--- config.mk ---
export PLATFORM = sky130hd
export DESIGN_NAME = toy_phy_reg_freelist
export DESIGN_NICKNAME = d
export VERILOG_FILES = /design/src/rtl/toy_pack.sv /design/src/rtl/toy_freelist_pick.sv /design/src/rtl/toy_phy_reg_freelist.sv
export SDC_FILE = /design/constraint.sdc
export NUM_CORES = 1
export LEC_CHECK = 0
export ABC_AREA = 1
export CAP_MARGIN = 25
export CORE_MARGIN = 5
export CORE_UTILIZATION = 50
export CTS_CLUSTER_DIAMETER = 30
export DETAILED_ROUTE_END_ITERATION = 8
export GPL_TIMING_DRIVEN = 0
export MAX_ROUTING_LAYER = met4
export PLACE_DENSITY_LB_ADDON = 0.1
export SYNTH_ARGS = -nofsm -noshare
export SYNTH_HDL_FRONTEND = slang
export SYNTH_HIERARCHICAL = 1
export SYNTH_SLANG_ARGS = --single-unit
--- constraint.sdc ---
create_clock -name clk_i -period 12.4 [get_ports clk_i]
set_clock_uncertainty 0.05 [all_clocks]
set_input_delay 3.72 -clock clk_i [delete_from_list [all_inputs] [get_ports clk_i]]
set_output_delay 3.72 -clock clk_i [all_outputs]
set_load 0.01 [all_outputs]
--- src/rtl/toy_pack.sv ---
// Shared constants and types for the physical register free list.
//   PHY_REG_NUM       number of physical registers in the class
//   ARCH_ENTRY_NUM    architectural registers; phy 0..ARCH_ENTRY_NUM-1 form the reset mapping
//   RENAME_CHANNEL    allocation ports per cycle
//   freelist_state_e  NORMAL / RECOVER (one-cycle offer blackout after a flush)
package toy_pack;

    localparam int PHY_REG_NUM      = 64;
    localparam int ARCH_ENTRY_NUM   = 32;
    localparam int RENAME_CHANNEL   = 4;
    localparam int PHY_REG_ID_WIDTH = $clog2(PHY_REG_NUM);
    localparam int FREE_CNT_WIDTH   = $clog2(PHY_REG_NUM + 1);

    // Ids above the reset mapping start out free.
    localparam logic [PHY_REG_NUM-1:0] RESET_FREE_MAP =
        {{(PHY_REG_NUM - ARCH_ENTRY_NUM){1'b1}}, {ARCH_ENTRY_NUM{1'b0}}};

    typedef enum logic {
        NORMAL  = 1'b0,
        RECOVER = 1'b1
    } freelist_state_e;

    function automatic logic [FREE_CNT_WIDTH-1:0] popcount(input logic [PHY_REG_NUM-1:0] v);
        logic [FREE_CNT_WIDTH-1:0] c;
        c = '0;
        for (int i = 0; i < PHY_REG_NUM; i++) begin
            c = c + FREE_CNT_WIDTH'(v[i]);
        end
        return c;
    endfunction

endpackage

--- src/rtl/toy_freelist_pick.sv ---
// Returns the NUM_PICK lowest set indices of a bitmap, lowest first.
// Cascaded find-first: each stage finds the lowest set bit of the bitmap
// left over by the previous stage, then masks it out for the next stage.
//   map_i  in   MAP_W              candidate bitmap
//   vld_o  out  NUM_PICK           pick k valid (compacted: fewer set bits -> upper picks 0)
//   id_o   out  NUM_PICK x ID_W    picked index per stage
module toy_freelist_pick #(
    parameter int MAP_W    = 64,
    parameter int NUM_PICK = 4,
    parameter int ID_W     = $clog2(MAP_W)
) (
    input  logic [MAP_W-1:0]                 map_i,
    output logic [NUM_PICK-1:0]              vld_o,
    output logic [NUM_PICK-1:0][ID_W-1:0]    id_o
);

    logic [MAP_W-1:0] rem;
    logic             found;

    always_comb begin
        rem   = map_i;
        vld_o = '0;
        id_o  = '0;
        found = 1'b0;
        for (int k = 0; k < NUM_PICK; k++) begin
            found = 1'b0;
            for (int i = 0; i < MAP_W; i++) begin
                if (rem[i] && !found) begin
                    found    = 1'b1;
                    vld_o[k] = 1'b1;
                    id_o[k]  = ID_W'(i);
                end
            end
            if (found) begin
                rem[id_o[k]] = 1'b0;
            end
        end
    end

endmodule

--- src/rtl/toy_phy_reg_freelist.sv ---
// Physical register free list for one register class.
// Offers up to RENAME_CHANNEL free phy ids per cycle to rename, absorbs the
// commit-side release / back-ref / release-comb bitmaps, and rebuilds the
// free set from the committed mapping on flush.
// Optional feature: define TOY_FREELIST_CHECK_EN to enable the sticky
// double-free detector and SVA checks; otherwise err_double_free_o is 0.
//   clk_i                 clock
//   rst_i                 synchronous reset, active-high (wins over flush and commit)
//   flush_i               pipeline flush
//   v_phy_release_i       commit: old mapping freed
//   v_phy_back_ref_i      commit: id became architecturally mapped
//   v_phy_release_comb_i  commit: id mapped and superseded in the same group
//   v_alloc_req_i         per-channel rename request (compacted)
//   v_alloc_vld_o         per-channel offer valid (compacted)
//   v_alloc_id_o          per-channel offered phy id
//   free_cnt_o            registered popcount of the free set
//   err_double_free_o     sticky double-free flag
module toy_phy_reg_freelist
    import toy_pack::*;
(
    input  logic                                             clk_i,
    input  logic                                             rst_i,
    input  logic                                             flush_i,
    input  logic [PHY_REG_NUM-1:0]                           v_phy_release_i,
    input  logic [PHY_REG_NUM-1:0]                           v_phy_back_ref_i,
    input  logic [PHY_REG_NUM-1:0]                           v_phy_release_comb_i,
    input  logic [RENAME_CHANNEL-1:0]                        v_alloc_req_i,
    output logic [RENAME_CHANNEL-1:0]                        v_alloc_vld_o,
    output logic [RENAME_CHANNEL-1:0][PHY_REG_ID_WIDTH-1:0]  v_alloc_id_o,
    output logic [FREE_CNT_WIDTH-1:0]                        free_cnt_o,
    output logic                                             err_double_free_o
);

    logic [PHY_REG_NUM-1:0]    free_q, free_d;
    logic [PHY_REG_NUM-1:0]    cmt_q, cmt_d;
    logic [PHY_REG_NUM-1:0]    taken;
    logic [FREE_CNT_WIDTH-1:0] cnt_q;
    freelist_state_e           state_q;
    logic [RENAME_CHANNEL-1:0] pick_vld;

    toy_freelist_pick #(
        .MAP_W    (PHY_REG_NUM),
        .NUM_PICK (RENAME_CHANNEL),
        .ID_W     (PHY_REG_ID_WIDTH)
    ) u_pick (
        .map_i (free_q),
        .vld_o (pick_vld),
        .id_o  (v_alloc_id_o)
    );

    // Offers are blanked while the free set is being rebuilt and while reset
    // is applied, so nothing can be handed out from stale state.
    assign v_alloc_vld_o = (state_q == NORMAL && !rst_i) ? pick_vld : '0;
    assign free_cnt_o    = cnt_q;

    // Ids handed out this cycle; a flush discards the handshakes.
    always_comb begin
        taken = '0;
        if (!flush_i) begin
            for (int ch = 0; ch < RENAME_CHANNEL; ch++) begin
                if (v_alloc_req_i[ch] && v_alloc_vld_o[ch]) begin
                    taken[v_alloc_id_o[ch]] = 1'b1;
                end
            end
        end
    end

    always_comb begin
        cmt_d = (cmt_q & ~v_phy_release_i) | (v_phy_back_ref_i & ~v_phy_release_comb_i);
        if (flush_i) begin
            // Everything not architecturally mapped after this commit is free.
            free_d = ~cmt_d;
        end else begin
            free_d = (free_q & ~taken) | v_phy_release_i | v_phy_release_comb_i;
        end
    end

    always_ff @(posedge clk_i) begin
        if (rst_i) begin
            free_q  <= RESET_FREE_MAP;
            cmt_q   <= ~RESET_FREE_MAP;
            cnt_q   <= FREE_CNT_WIDTH'(PHY_REG_NUM - ARCH_ENTRY_NUM);
            state_q <= NORMAL;
        end else begin
            free_q <= free_d;
            cmt_q  <= cmt_d;
            cnt_q  <= popcount(free_d);
            case (state_q)
                NORMAL:  state_q <= flush_i ? RECOVER : NORMAL;
                RECOVER: state_q <= flush_i ? RECOVER : NORMAL;
                default: state_q <= NORMAL;
            endcase
        end
    end

`ifdef TOY_FREELIST_CHECK_EN
    logic err_q;

    always_ff @(posedge clk_i) begin
        if (rst_i) begin
            err_q <= 1'b0;
        end else if (|(((v_phy_release_i | v_phy_release_comb_i) & free_q) |
                       (v_phy_release_i & v_phy_release_comb_i))) begin
            err_q <= 1'b1;
        end
    end

    assign err_double_free_o = err_q;

    a_req_compact: assert property (@(posedge clk_i) disable iff (rst_i)
        ((v_alloc_req_i >> 1) & ~v_alloc_req_i) == '0);
    a_cnt_match: assert property (@(posedge clk_i) disable iff (rst_i)
        cnt_q == popcount(free_q));
`else
    assign err_double_free_o = 1'b0;
`endif

endmodule

---- Word level (Yosys, flattened, before mapping) ----
Cells that the tools add are included.
operators by class
  $add $sub $neg .......................... 63
  muxes and demuxes ....................... 530
  order comparisons ....................... 8
  reductions and logical operators ........ 514
  bitwise gates (word level) .............. 20
operator list
  kind                                                  number
  two-way mux 6 bit                                     128
  two-way mux 64 bit                                    12
  inverter 64 bit                                       7
  adder 7 x 1 -> 7 bit                                  57
  AND 64 bit                                            6
  OR 64 bit                                             6
  two-way mux 5 bit                                     64
  two-way mux 1 bit                                     265
  logical AND 1 bit                                     261
  logical NOT 1 bit                                     253
  two-way mux 4 bit                                     33
  two-way mux 3 bit                                     16
  < comparator 6 x 7 -> 1 bit (second input constant)   4
  demux 1 bit (select 6 bit)                            4
  >= comparator 6 x 1 -> 1 bit (second input constant)  4
  two-way mux 2 bit                                     8
  adder 6 x 1 -> 7 bit                                  1
  adder 5 x 1 -> 6 bit                                  1
  adder 4 x 1 -> 5 bit                                  1
  adder 3 x 1 -> 4 bit                                  1
  adder 2 x 1 -> 3 bit                                  1
  adder 1 x 1 -> 2 bit                                  1
  inverter 1 bit                                        1
storage, ports and cells
  flip-flop bits (word level) ............. 136

---- Longest topological paths before layout ----
Gate-level depths: netlist of run 1.
  word-level depth ........................ 862
  gate-level depth with buffers ........... 80
  depth with buffers taken out ............ 79

---- By module ----
Netlist of run 1, hierarchy kept.
by module, submodules not included
  module                cells each  area each (um^2)  times used
  toy_phy_reg_freelist  1,726       10,416.2          1
  toy_freelist_pick     1,141       6,072.1           1

---- Worst setup path before layout of run 1 ----
No wires, ideal clock.
  kind .................................... reg-to-reg
  from .................................... reg free_q[0]
  to ...................................... reg cnt_q[6], in the netlist free_cnt_o[6]
  stages on the path, launching flop included .. 70
  path slack .............................. 0.918 ns
  clock period less this slack ............ 11.482 ns
  library setup time ...................... 0.128 ns
  required time ........................... 12.222 ns
  arrival time ............................ 11.305 ns
  path through ............................ dfxtp_1 -> nor2_4 -> nand3_2 -> nor2_2 -> nor2_1 -> nor2_1 -> nand3_1 -> nor2_2 -> nand3_1 -> nor2_2 -> nand3_1 -> nor2_2 -> nand4_2 -> nor2_4 -> nand4_2 -> nor2_4 -> nand4_2 -> nor2_4 -> [... 34 more ...] -> inv_1 -> fa_1 -> fa_1 -> fa_1 -> fa_1 -> fa_1 -> fa_1 -> inv_1 -> ha_1 -> fa_1 -> nand2_1 -> inv_1 -> o21ai_0 -> nand2_1 -> nand2_1 -> nand2_1 -> a21oi_1 -> nor2_1
RTL lines
  element                 line                        source
  from (decl)             toy_phy_reg_freelist.sv:34  logic [PHY_REG_NUM-1:0] free_q, free_d;
  from (signal assigned)  toy_phy_reg_freelist.sv:85  free_q <= free_d;
  to (signal assigned)    toy_phy_reg_freelist.sv:82  cnt_q <= FREE_CNT_WIDTH'(PHY_REG_NUM - ARCH_ENTRY_NUM);
  to (signal assigned)    toy_phy_reg_freelist.sv:87  cnt_q <= popcount(free_d);
  to (decl)               toy_phy_reg_freelist.sv:37  logic [FREE_CNT_WIDTH-1:0] cnt_q;

==> results.py, run 1 <==
metrics = {
    "status": {
        "status": "complete, but fails checks",
        "violations": "negative setup slack",
    },
    "timing": {
        "post-route-period-util_pct": 109,
        "slew_headroom_pct": 30.3,
        "max_freq_mhz": 74.3,
        "rsz0062_at_grt": "true",
        "postLayoutSetupSlackWorst_ns": -1.06,
        "finalMaxSlewViolations": 0,
        "fin_tns_setup_ns": -4.34,
        "tightest_slew_ns": 1.05,
        "finalSetupViolCount": 7,
        "whs_ns": 0.497,
        "fin_crit_ns": 13.46,
        "hold_viol": 0,
    },
    "logic_synthesis": {
        "syn-cell-area_um2": 16500,
        "async_reset_ff_share_pct": 0,
        "avgSynthCellArea_um2": 5.75,
        "ys_ff_latch": 136,
        "synth.distinct_cells": 54,
        "synth_edf_count": 0,
        "seq_area_frac_synth_pct": 16.5,
        "syn_inst": 2867,
        "yosys_warnings": 6,
        "ys.flop_type": "dfxtp_1",
        "syn_nets": 3135,
    },
    "place": {
        "io_buffers": 233,
        "post-place-cells": 3542,
        "post-place-ws_ns": -0.777,
        "place_congestion": 1.12,
        "dp_hpwl_um": 60600,
    },
    "routing": {
        "vias": 21607,
        "firstDrtPassIters": 8,
        "routedWlPerCell_um": 21.9,
        "vias_per_cell": 5.89,
        "ant_nets": 0,
        "initialDrtViolationCount": 2891,
        "wirelength_um": 80300,
        "drc": 0,
    },
    "power": {
        "ir_drop_v": 0.00169,
        "powerDensity_nw_per_um2": 179,
        "leakagePower_nw": 10.9,
    },
    "setup_path": {
        "cp_slowest_cell": "fa_2",
        "crit_path_frequent_cell": "nor2_4",
        "crit_start": "free_q[0]$_SDFF_PP0_",
        "worstPathArrival_ns": 13.71,
        "critPathRequiredTime_ns": 12.65,
        "r2r-start": "free_q[0]$_SDFF_PP0_",
        "critPathMaxStageDelay_ns": 0.63,
        "r2r_slack_ns": -1.06,
        "cp_max_fo": 10,
        "criticalPathCategory": "reg2reg",
        "worstSetupEndpointType": "flip-flop",
        "startpoint_type": "flip-flop",
    },
    "clock_network": {
        "clkTransAtPathRegs_ns": 0.07,
        "root_buffer": "clkbuf_16",
        "htreeDepth": 4,
        "cts_buffer_depth": 2,
        "worstSkewPairLatency_ns": 0.45,
        "cts_tree": "yes",
        "cts_made_buffers": 17,
        "cts.sinks": 136,
    },
    "die": {
        "start_util_pct": 50.7,
        "dieArea_um2": 36700,
        "die_h_um": 192,
        "core_area_um2": 32500,
        "die_w_um": 192,
        "io_pins": 235,
        "rows": 66,
    },
    "flow_run": {
        "max_cap_violations": 0,
    },
    "final_layout": {
        "fillers": 2723,
        "final_cell_count_no_fill": 3669,
        "final_layout_size_suffix_gt1_share_pct": 17.3,
        "multi_input_area_um2": 12600,
        "syn2layout_area_growth_pct": 33.5,
        "utilization_pct": 67.7,
        "nNetsFinal": 3481,
        "seq_area_um2": 2730,
    },
    "global_routing": {
        "grt_pass1_wl_um": 111000,
        "track_usage_pct": 41.1,
        "grt_max_degree": 17,
        "gr-total-overflow": 0,
        "grt_pass1_vias": 19624,
        "antenna_found_initial": 1,
    },
    "hold_path": {
        "min_from": "cmt_q[47]$_SDFF_PP0_",
        "hp-class": "reg2reg",
    },
}
[kinds of logic (layout without fill, tap and decap cells)]
group / after synthesis / in the layout / share of synthesized area (%)
buffers and inverters: 618 / 977 / 14.3
adders and majority gates: 69 / 69 / 7.69
and+or+nand+nor: 1774 / 1774 / 51.1
AOI/OAI and AO/OA: 269 / 269 / 10.4
DFF: 136 / 136 / 16.5
other: 1 / 2 / 0.0227
[area by class of cell]
cell class                 count  area share, %
inverter                     570           9.86
antenna                        1         0.0114
sequential                   136           12.4
clock buffer                  17           1.93
multi-input combinational   2113           57.3
timing repair buffer         327           14.1
tap                          442           2.51
buffer                        48           1.05
clock inverter                15          0.875
[routing by layer]
metal  vias to the layer above  global-route usage [%]  share of wire, %
met2                      1507                    66.4                45
met4                         0                    19.1               6.6
met1                      9911                    50.0                37
met5                         -                       -                 0
li1                       9789                       -                 -
met3                       400                    7.52                11
[cells in the mapped netlist, types with 3 or more instances]
cell type,number,area (µm²)
ha_1,15,188
nor3_1,117,586
clkbuf_1,27,101
or2_2,33,206
nand2_1,699,2620
a2111oi_0,6,52.6
buf_2,15,75.1
nand2_2,15,93.8
o21ai_1,8,40.0
nand4_1,23,144
a41o_1,4,40.0
a21oi_1,62,310
nor2_2,36,225
dfxtp_1,136,2720
inv_2,17,63.8
a21boi_0,21,158
o2111ai_1,11,96.3
inv_1,551,2070
nor4_1,34,213
o211ai_1,3,22.5
o21bai_1,9,67.6
o31ai_1,3,22.5
buf_4,6,45.0
nand4_4,18,383
a31oi_1,8,50.1
nand3_4,4,70.1
o22ai_1,66,413
o221ai_1,5,43.8
nor2_4,40,450
nand3_1,240,1200
nand3_2,23,230
a211oi_1,8,60.1
o21ai_0,42,210
nand4_2,13,163
nor2_1,472,1770
fa_1,54,1080
[flip-flops by register name, indices dropped and copies added, names as in the netlist]
signal / count
free_cnt_o: 7
state_q: 1
free_q: 64
cmt_q: 64
[repair_timing]
item,CTS,global route
hold buffers,0,0
gates resized for setup,115,210
pin swaps,18,58
endpoints found under the setup margin,6,7
cloned,0,0
setup buffers,33,61
[placed cells by master (no fill, tap or decap), types with 7 or more instances in the layout]
master           Yosys  final
a211oi_1             8      8
a21boi_0            21     21
a21oi_1             62     61
a31oi_1              8      8
buf_2               15     13
buf_4                6     94
clkbuf_1            27     27
clkbuf_16            0     17
clkdlybuf4s50_1      0    233
dfxtp_1            136    131
fa_1                54     46
fa_2                 0      8
ha_1                15     14
inv_1              551    530
inv_2               17     31
nand2_1            699    627
nand2_2             15     61
nand2_4              1     23
nand3_1            240    185
nand3_2             23     50
nand3_4              4     32
nand4_1             23     23
nand4_4             18     26
nor2_1             472    444
nor2_2              36     40
nor2_4              40     64
nor3_1             117    110
nor3_2               0      7
nor4_1              34     33
o2111ai_1           11     11
o21ai_0             42     34
o21ai_1              8     10
o21bai_1             9      8
o22ai_1             66     66
or2_2               33     33
[through the flow]
| step | cell area, µm² | power [mW] |
|---|---|---|
| 2_1_floorplan | 16500 | 2.23 |
| 3_3_place_gp | 19400 | 2.80 |
| 3_5_place_dp | 19400 | 2.97 |
| 4_1_cts | 20700 | 3.61 |
| 5_1_grt | 22000 | 4.27 |
| 6_report | 22000 | 3.94 |
[path summary, 6_finish.rpt]
check,to,depth (start not counted)
hold reg to reg,cmt_q[47]$_SDFF_PP0_,4
hold / removal,cmt_q[47]$_SDFF_PP0_,4
setup / recovery,free_cnt_o[6]$_SDFF_PP0_,75
setup reg to reg,free_cnt_o[6]$_SDFF_PP0_,75
[critical path: cells and delay by family, from the launching register on]
| family | cells | cell delay, ns |
|---|---|---|
| compound gates | 3 | 0.45 |
| fa+ha+maj | 10 | 4.61 |
| buf+inv | 9 | 0.89 |
| flops | 1 | 0.38 |
| simple gates | 53 | 6.86 |
[report_power, final]
group / total [mW] / switching, mW / internal [mW]
Sequential: 0.529 / 0.0363 / 0.492
Clock: 0.547 / 0.226 / 0.321
Combinational: 2.86 / 1.73 / 1.14
Total: 3.94 / 1.99 / 1.95
(Power assumes the default switching activity.)
==> run 2: changes to the inputs <==
- DONT_BUFFER_PORTS: unset -> 1
==> run 2 against run 1 <==
  * The flow still finishes with violations (negative setup slack)
  * Largest power group unchanged
  * Die area did not move
  * Final cell count fell by 5.6%
  * Clock-buffer cell count rose by 2
  * Via count fell by 6.2%
  * Worst setup slack improved by 0.18 ns
==> results.py, run 2 (same netlist as run 1, synthesis figures left out) <==
metrics = {
    "status": {
        "status": "complete, but fails checks",
        "violations": "negative setup slack",
    },
    "timing": {
        "slew_headroom_pct": 28.1,
        "fin_crit_ns": 13.27,
        "postLayoutSetupSlackWorst_ns": -0.874,
        "rsz0062_at_grt": "true",
        "hold_viol": 0,
        "post-route-period-util_pct": 107,
        "max_freq_mhz": 75.3,
        "tightest_slew_ns": 1.07,
        "finalSetupViolCount": 7,
        "finalMaxSlewViolations": 0,
    },
    "final_layout": {
        "mostFrequentLayoutCells": "633 x nand2_1, 516 x inv_1, 430 x nor2_1",
        "final_common_cell": "nand2_1",
        "fillers": 3070,
        "syn2layout_area_growth_pct": 22.2,
        "final_layout_size_suffix_gt1_share_pct": 20.3,
        "fin_area_um2": 20200,
        "nNetsFinal": 3277,
        "final_cell_count_no_fill": 3465,
    },
    "place": {
        "post-place-cells": 3309,
        "io_buffers": 0,
        "place_congestion": 1.08,
        "dp_hpwl_um": 58900,
        "placed_area_um2": 17000,
    },
    "power": {
        "powerDensity_nw_per_um2": 230,
        "ir_drop_v": 0.00157,
        "leakagePower_nw": 10.1,
    },
    "die": {
        "dieArea_um2": 36700,
        "rows": 66,
        "die_h_um": 192,
        "die_w_um": 192,
        "core_area_um2": 32500,
        "start_util_pct": 50.7,
        "io_pins": 235,
    },
    "setup_path": {
        "worstPathArrival_ns": 13.51,
        "critPathRequiredTime_ns": 12.64,
        "r2r-start": "free_q[0]$_SDFF_PP0_",
        "cp_slowest_cell": "fa_2",
        "critPathMaxStageDelay_ns": 0.57,
        "crit_path_frequent_cell": "nor2_4",
        "crit_start": "free_q[0]$_SDFF_PP0_",
        "cp_max_fo": 6,
        "cp_top_family": "simple AND/OR/NAND/NOR gates",
        "startpoint_type": "flip-flop",
        "worstSetupEndpointType": "flip-flop",
        "criticalPathCategory": "reg2reg",
        "cp_num_buf_inv": 9,
    },
    "global_routing": {
        "antenna_found_initial": 1,
        "track_usage_pct": 39.7,
        "grt_pass1_vias": 18340,
        "grt_max_degree": 17,
        "gr-total-overflow": 0,
        "grt_pass1_wl_um": 106000,
    },
    "routing": {
        "firstDrtPassIters": 7,
        "drc": 0,
        "wirelength_um": 77600,
        "initialDrtViolationCount": 2318,
        "vias_per_cell": 5.85,
        "vias": 20262,
        "wl_met3_um": 7160,
        "wl_met1_um": 30000,
        "routedWlPerCell_um": 22.4,
        "ant_nets": 0,
        "top_layer": "met4",
        "route.met2.wl_um": 35400,
    },
    "hold_path": {
        "hp-class": "reg2reg",
        "min_from": "cmt_q[53]$_SDFF_PP0_",
    },
    "clock_network": {
        "postCtsHoldBufs": 0,
        "cts_made_buffers": 17,
        "clkTransAtPathRegs_ns": 0.07,
        "cts_buffer_depth": 2,
        "cts_tree": "yes",
        "cts.sinks": 136,
        "root_buffer": "clkbuf_16",
        "worstSkewPairLatency_ns": 0.45,
        "htreeDepth": 4,
    },
    "flow_run": {
        "max_cap_violations": 0,
    },
}
-- run 2: final cells by class --
class / count / area (µm²) / share of cell area [%]
repair buffers: 123 / 1020 / 5.08
well taps: 442 / 553 / 2.74
diodes: 1 / 2.50 / 0.0124
plain buffers: 48 / 234 / 1.16
flip-flops and latches: 136 / 2730 / 13.5
multi-input cells: 2113 / 12800 / 63.5
clock buffers: 19 / 433 / 2.15
inverters: 570 / 2150 / 10.7
clock inverters: 13 / 218 / 1.08
-- run 2: what timing repair did --
item | in CTS | in global routing
hold endpoints to repair | 0 | 0
pin swaps | 17 | 123
buffers inserted | 27 | 94
setup endpoints to repair | 7 | 7
resized for setup | 97 | 268
-- run 2: where the power goes --
group	internal (mW)	switching, mW
Clock	0.360	0.218
Combinational	1.52	2.01
Sequential	0.492	0.0413
Total	2.37	2.27
-- run 2: worst register-to-register path, delay by kind of cell, from the launching register on --
kind	cells	cell delay, ns
and+or+nand+nor	53	6.85
buffers and inverters	9	0.84
adders and majority gates	10	4.58
AOI/OAI and AO/OA	3	0.42
DFF	1	0.38
-- run 2: per-stage QoR --
step	worst slack [ns]	power [mW]	util (%)	hold slack, ns	setup TNS (ns)
3_5_place_dp	-1.04	2.80	52.4	0.481	-4.55
3_3_place_gp	-0.831	2.69	52.4	0.475	-3.10
4_1_cts	-0.422	3.47	56.3	0.494	-0.815
2_1_floorplan	0.918	2.23	-	0.462	0
6_report	-0.874	4.65	61.9	0.496	-3.91
5_1_grt	-1.45	4.99	61.9	0.531	-7.64
-- run 2: routing by layer --
metal / up-vias / GRT usage (%)
li1: 9408 / -
met1: 9384 / 49.8
met2: 1206 / 63.3
met3: 264 / 5.43
met4: 0 / 19.3
met5: - / -
-- run 2: worst paths after layout --
kind                              end  slack, ns  depth (start not counted)
max          free_cnt_o[6]$_SDFF_PP0_      -0.87                         75
min              cmt_q[53]$_SDFF_PP0_       0.50                          4
max reg2reg  free_cnt_o[6]$_SDFF_PP0_      -0.87                         75
min reg2reg      cmt_q[53]$_SDFF_PP0_       0.50                          4
==> run 3: changes to the inputs <==
- clock period: 12.4 -> 15.2 ns (I/O delays scaled with it)
==> run 3 against run 2 <==
  * The run now ends clean
  * Sequential share of layout area grew 1.8 points
  * Wire length shrank 7.7%
  * Global-route usage shrank 0.49 points
  * Final cell count shrank 3.6%
  * First-iteration DRC count shrank 16%
  * Design area shrank 12%
  * Sequential power shrank 19%
  * Critical path depth shrank 2
  * Fmax shrank 2.8%
  * Combinational power shrank 46%
  * Critical path type unchanged
  * Largest power group unchanged
  * Highest routed layer unchanged
==> results.py, run 3 (same netlist as run 1, synthesis figures left out) <==
metrics = {
    "clock_network": {
        "cts_buffer_depth": 2,
        "postCtsHoldBufs": 0,
        "worstSkewPairLatency_ns": 0.45,
        "cts.sinks": 136,
        "post_cts_resize_count": 0,
        "htreeDepth": 4,
        "postCtsSetupBuffers": 0,
        "cts_made_buffers": 17,
        "cts_tree": "yes",
        "root_buffer": "clkbuf_16",
        "clkTransAtPathRegs_ns": 0.07,
    },
    "place": {
        "placed_area_um2": 17000,
        "post-place-cells": 3309,
        "place_congestion": 1.08,
        "dp_hpwl_um": 58900,
        "post-place-ws_ns": 1.76,
        "io_buffers": 0,
    },
    "timing": {
        "hold_viol": 0,
        "finalMaxSlewViolations": 0,
        "fin_crit_ns": 13.65,
        "fin_tns_setup_ns": 0,
        "tightest_slew_ns": 0.982,
        "postLayoutSetupSlackWorst_ns": 1.55,
        "rsz0062_at_grt": "false",
        "max_freq_mhz": 73.3,
        "finalSetupViolCount": 0,
        "post-route-period-util_pct": 89.8,
        "slew_headroom_pct": 34.5,
    },
    "routing": {
        "vias_per_cell": 5.68,
        "wirelength_um": 71600,
        "ant_nets": 0,
        "vias": 18965,
        "drc": 0,
        "routedWlPerCell_um": 21.4,
        "firstDrtPassIters": 6,
        "initialDrtViolationCount": 1956,
    },
    "power": {
        "ir_drop_v": 0.00116,
        "leakagePower_nw": 9.41,
        "p_total_mw": 2.80,
        "powerDensity_nw_per_um2": 158,
    },
    "hold_path": {
        "hp-class": "reg2reg",
        "min_from": "cmt_q[50]$_SDFF_PP0_",
    },
    "final_layout": {
        "mostFrequentLayoutCells": "699 x nand2_1, 551 x inv_1, 472 x nor2_1",
        "antenna_cells": 0,
        "fin_area_um2": 17700,
        "syn2layout_area_growth_pct": 7.30,
        "nNetsFinal": 3154,
        "final_layout_size_suffix_gt1_share_pct": 8.80,
        "final_cell_count_no_fill": 3341,
        "final_common_cell": "nand2_1",
    },
    "global_routing": {
        "grt_pass1_wl_um": 105000,
        "grt_max_degree": 17,
        "grt_pass1_vias": 18091,
        "gr-total-overflow": 0,
        "track_usage_pct": 39.2,
        "antenna_found_initial": 1,
    },
    "setup_path": {
        "r2r-start": "free_q[0]$_SDFF_PP0_",
        "cp_max_fo": 8,
        "critPathRequiredTime_ns": 15.44,
        "startpoint_type": "flip-flop",
        "worstPathArrival_ns": 13.89,
        "worstSetupEndpointType": "flip-flop",
        "criticalPathCategory": "reg2reg",
        "critPathMaxStageDelay_ns": 0.64,
        "crit_path_frequent_cell": "nand2_1",
        "crit_start": "free_q[0]$_SDFF_PP0_",
        "cp_slowest_cell": "nor2_1",
    },
    "die": {
        "start_util_pct": 50.7,
        "dieArea_um2": 36700,
        "rows": 66,
        "die_h_um": 192,
        "io_pins": 235,
        "die_w_um": 192,
        "core_area_um2": 32500,
    },
    "status": {
        "status": "finished clean",
    },
    "flow_run": {
        "max_cap_violations": 0,
    },
}
==> run 3: changes by cell type in the layout (fill, tap and decap cells not counted), moves of 11 or more <==
cell     before  now
nand3_4      40    4
nor2_1      430  472
nand3_2      49   23
nand2_4      19    1
nand4_2       2   13
nand2_1     633  699
nand4_4      29   18
nor2_4       68   40
buf_4       116    6
nor2_2       50   36
inv_1       516  551
nand3_1     178  240
nand2_2      58   15
inv_2        48   17
==> run 3: cell type report <==
| class | count | area [µm²] |
|---|---|---|
| fillers | 3395 | 14800 |
| clock buffers | 19 | 433 |
| clock inverters | 13 | 218 |
| inverters | 570 | 2140 |
| well taps | 442 | 553 |
| multi-input cells | 2113 | 11400 |
| plain buffers | 48 | 221 |
| flip-flops and latches | 136 | 2720 |
==> run 3: per-stage QoR <==
| step | utilization [%] | hold WS, ns |
|---|---|---|
| after CTS | 54.4 | 0.494 |
| after floorplan | - | 0.462 |
| final | 54.4 | 0.494 |
| after global routing | 54.4 | 0.531 |
| after detailed placement | 52.4 | 0.481 |
| after global placement | 52.4 | 0.475 |
==> run 3: final timing paths <==
check / to / slack, ns / cells past startpoint
min: cmt_q[50]$_SDFF_PP0_ / 0.49 / 4
max: free_cnt_o[6]$_SDFF_PP0_ / 1.55 / 73
min reg2reg: cmt_q[50]$_SDFF_PP0_ / 0.49 / 4
max reg2reg: free_cnt_o[6]$_SDFF_PP0_ / 1.55 / 73
==> run 3: routing by layer <==
layer	track usage, %	vias to the layer above	share of wire, %
met1	49.5	8736	41
li1	-	9134	-
met3	5.58	195	8.2
met2	61.9	900	45
met5	-	-	0
met4	19.3	0	5.7
==> run 3: critical path: cells and delay by family, from the launching register on <==
kind                       cells  cell delay, ns
adders and majority gates     10            4.61
buffers and inverters          7            0.84
DFF                            1            0.42
and+or+nand+nor               53            7.09
AOI/OAI and AO/OA              3            0.44
==> run 3: where the power goes <==
group	switching (mW)	internal [mW]	leakage, nW
registers	0.0323	0.402	1.13
clock network	0.180	0.294	0.309
logic	1.20	0.695	7.97
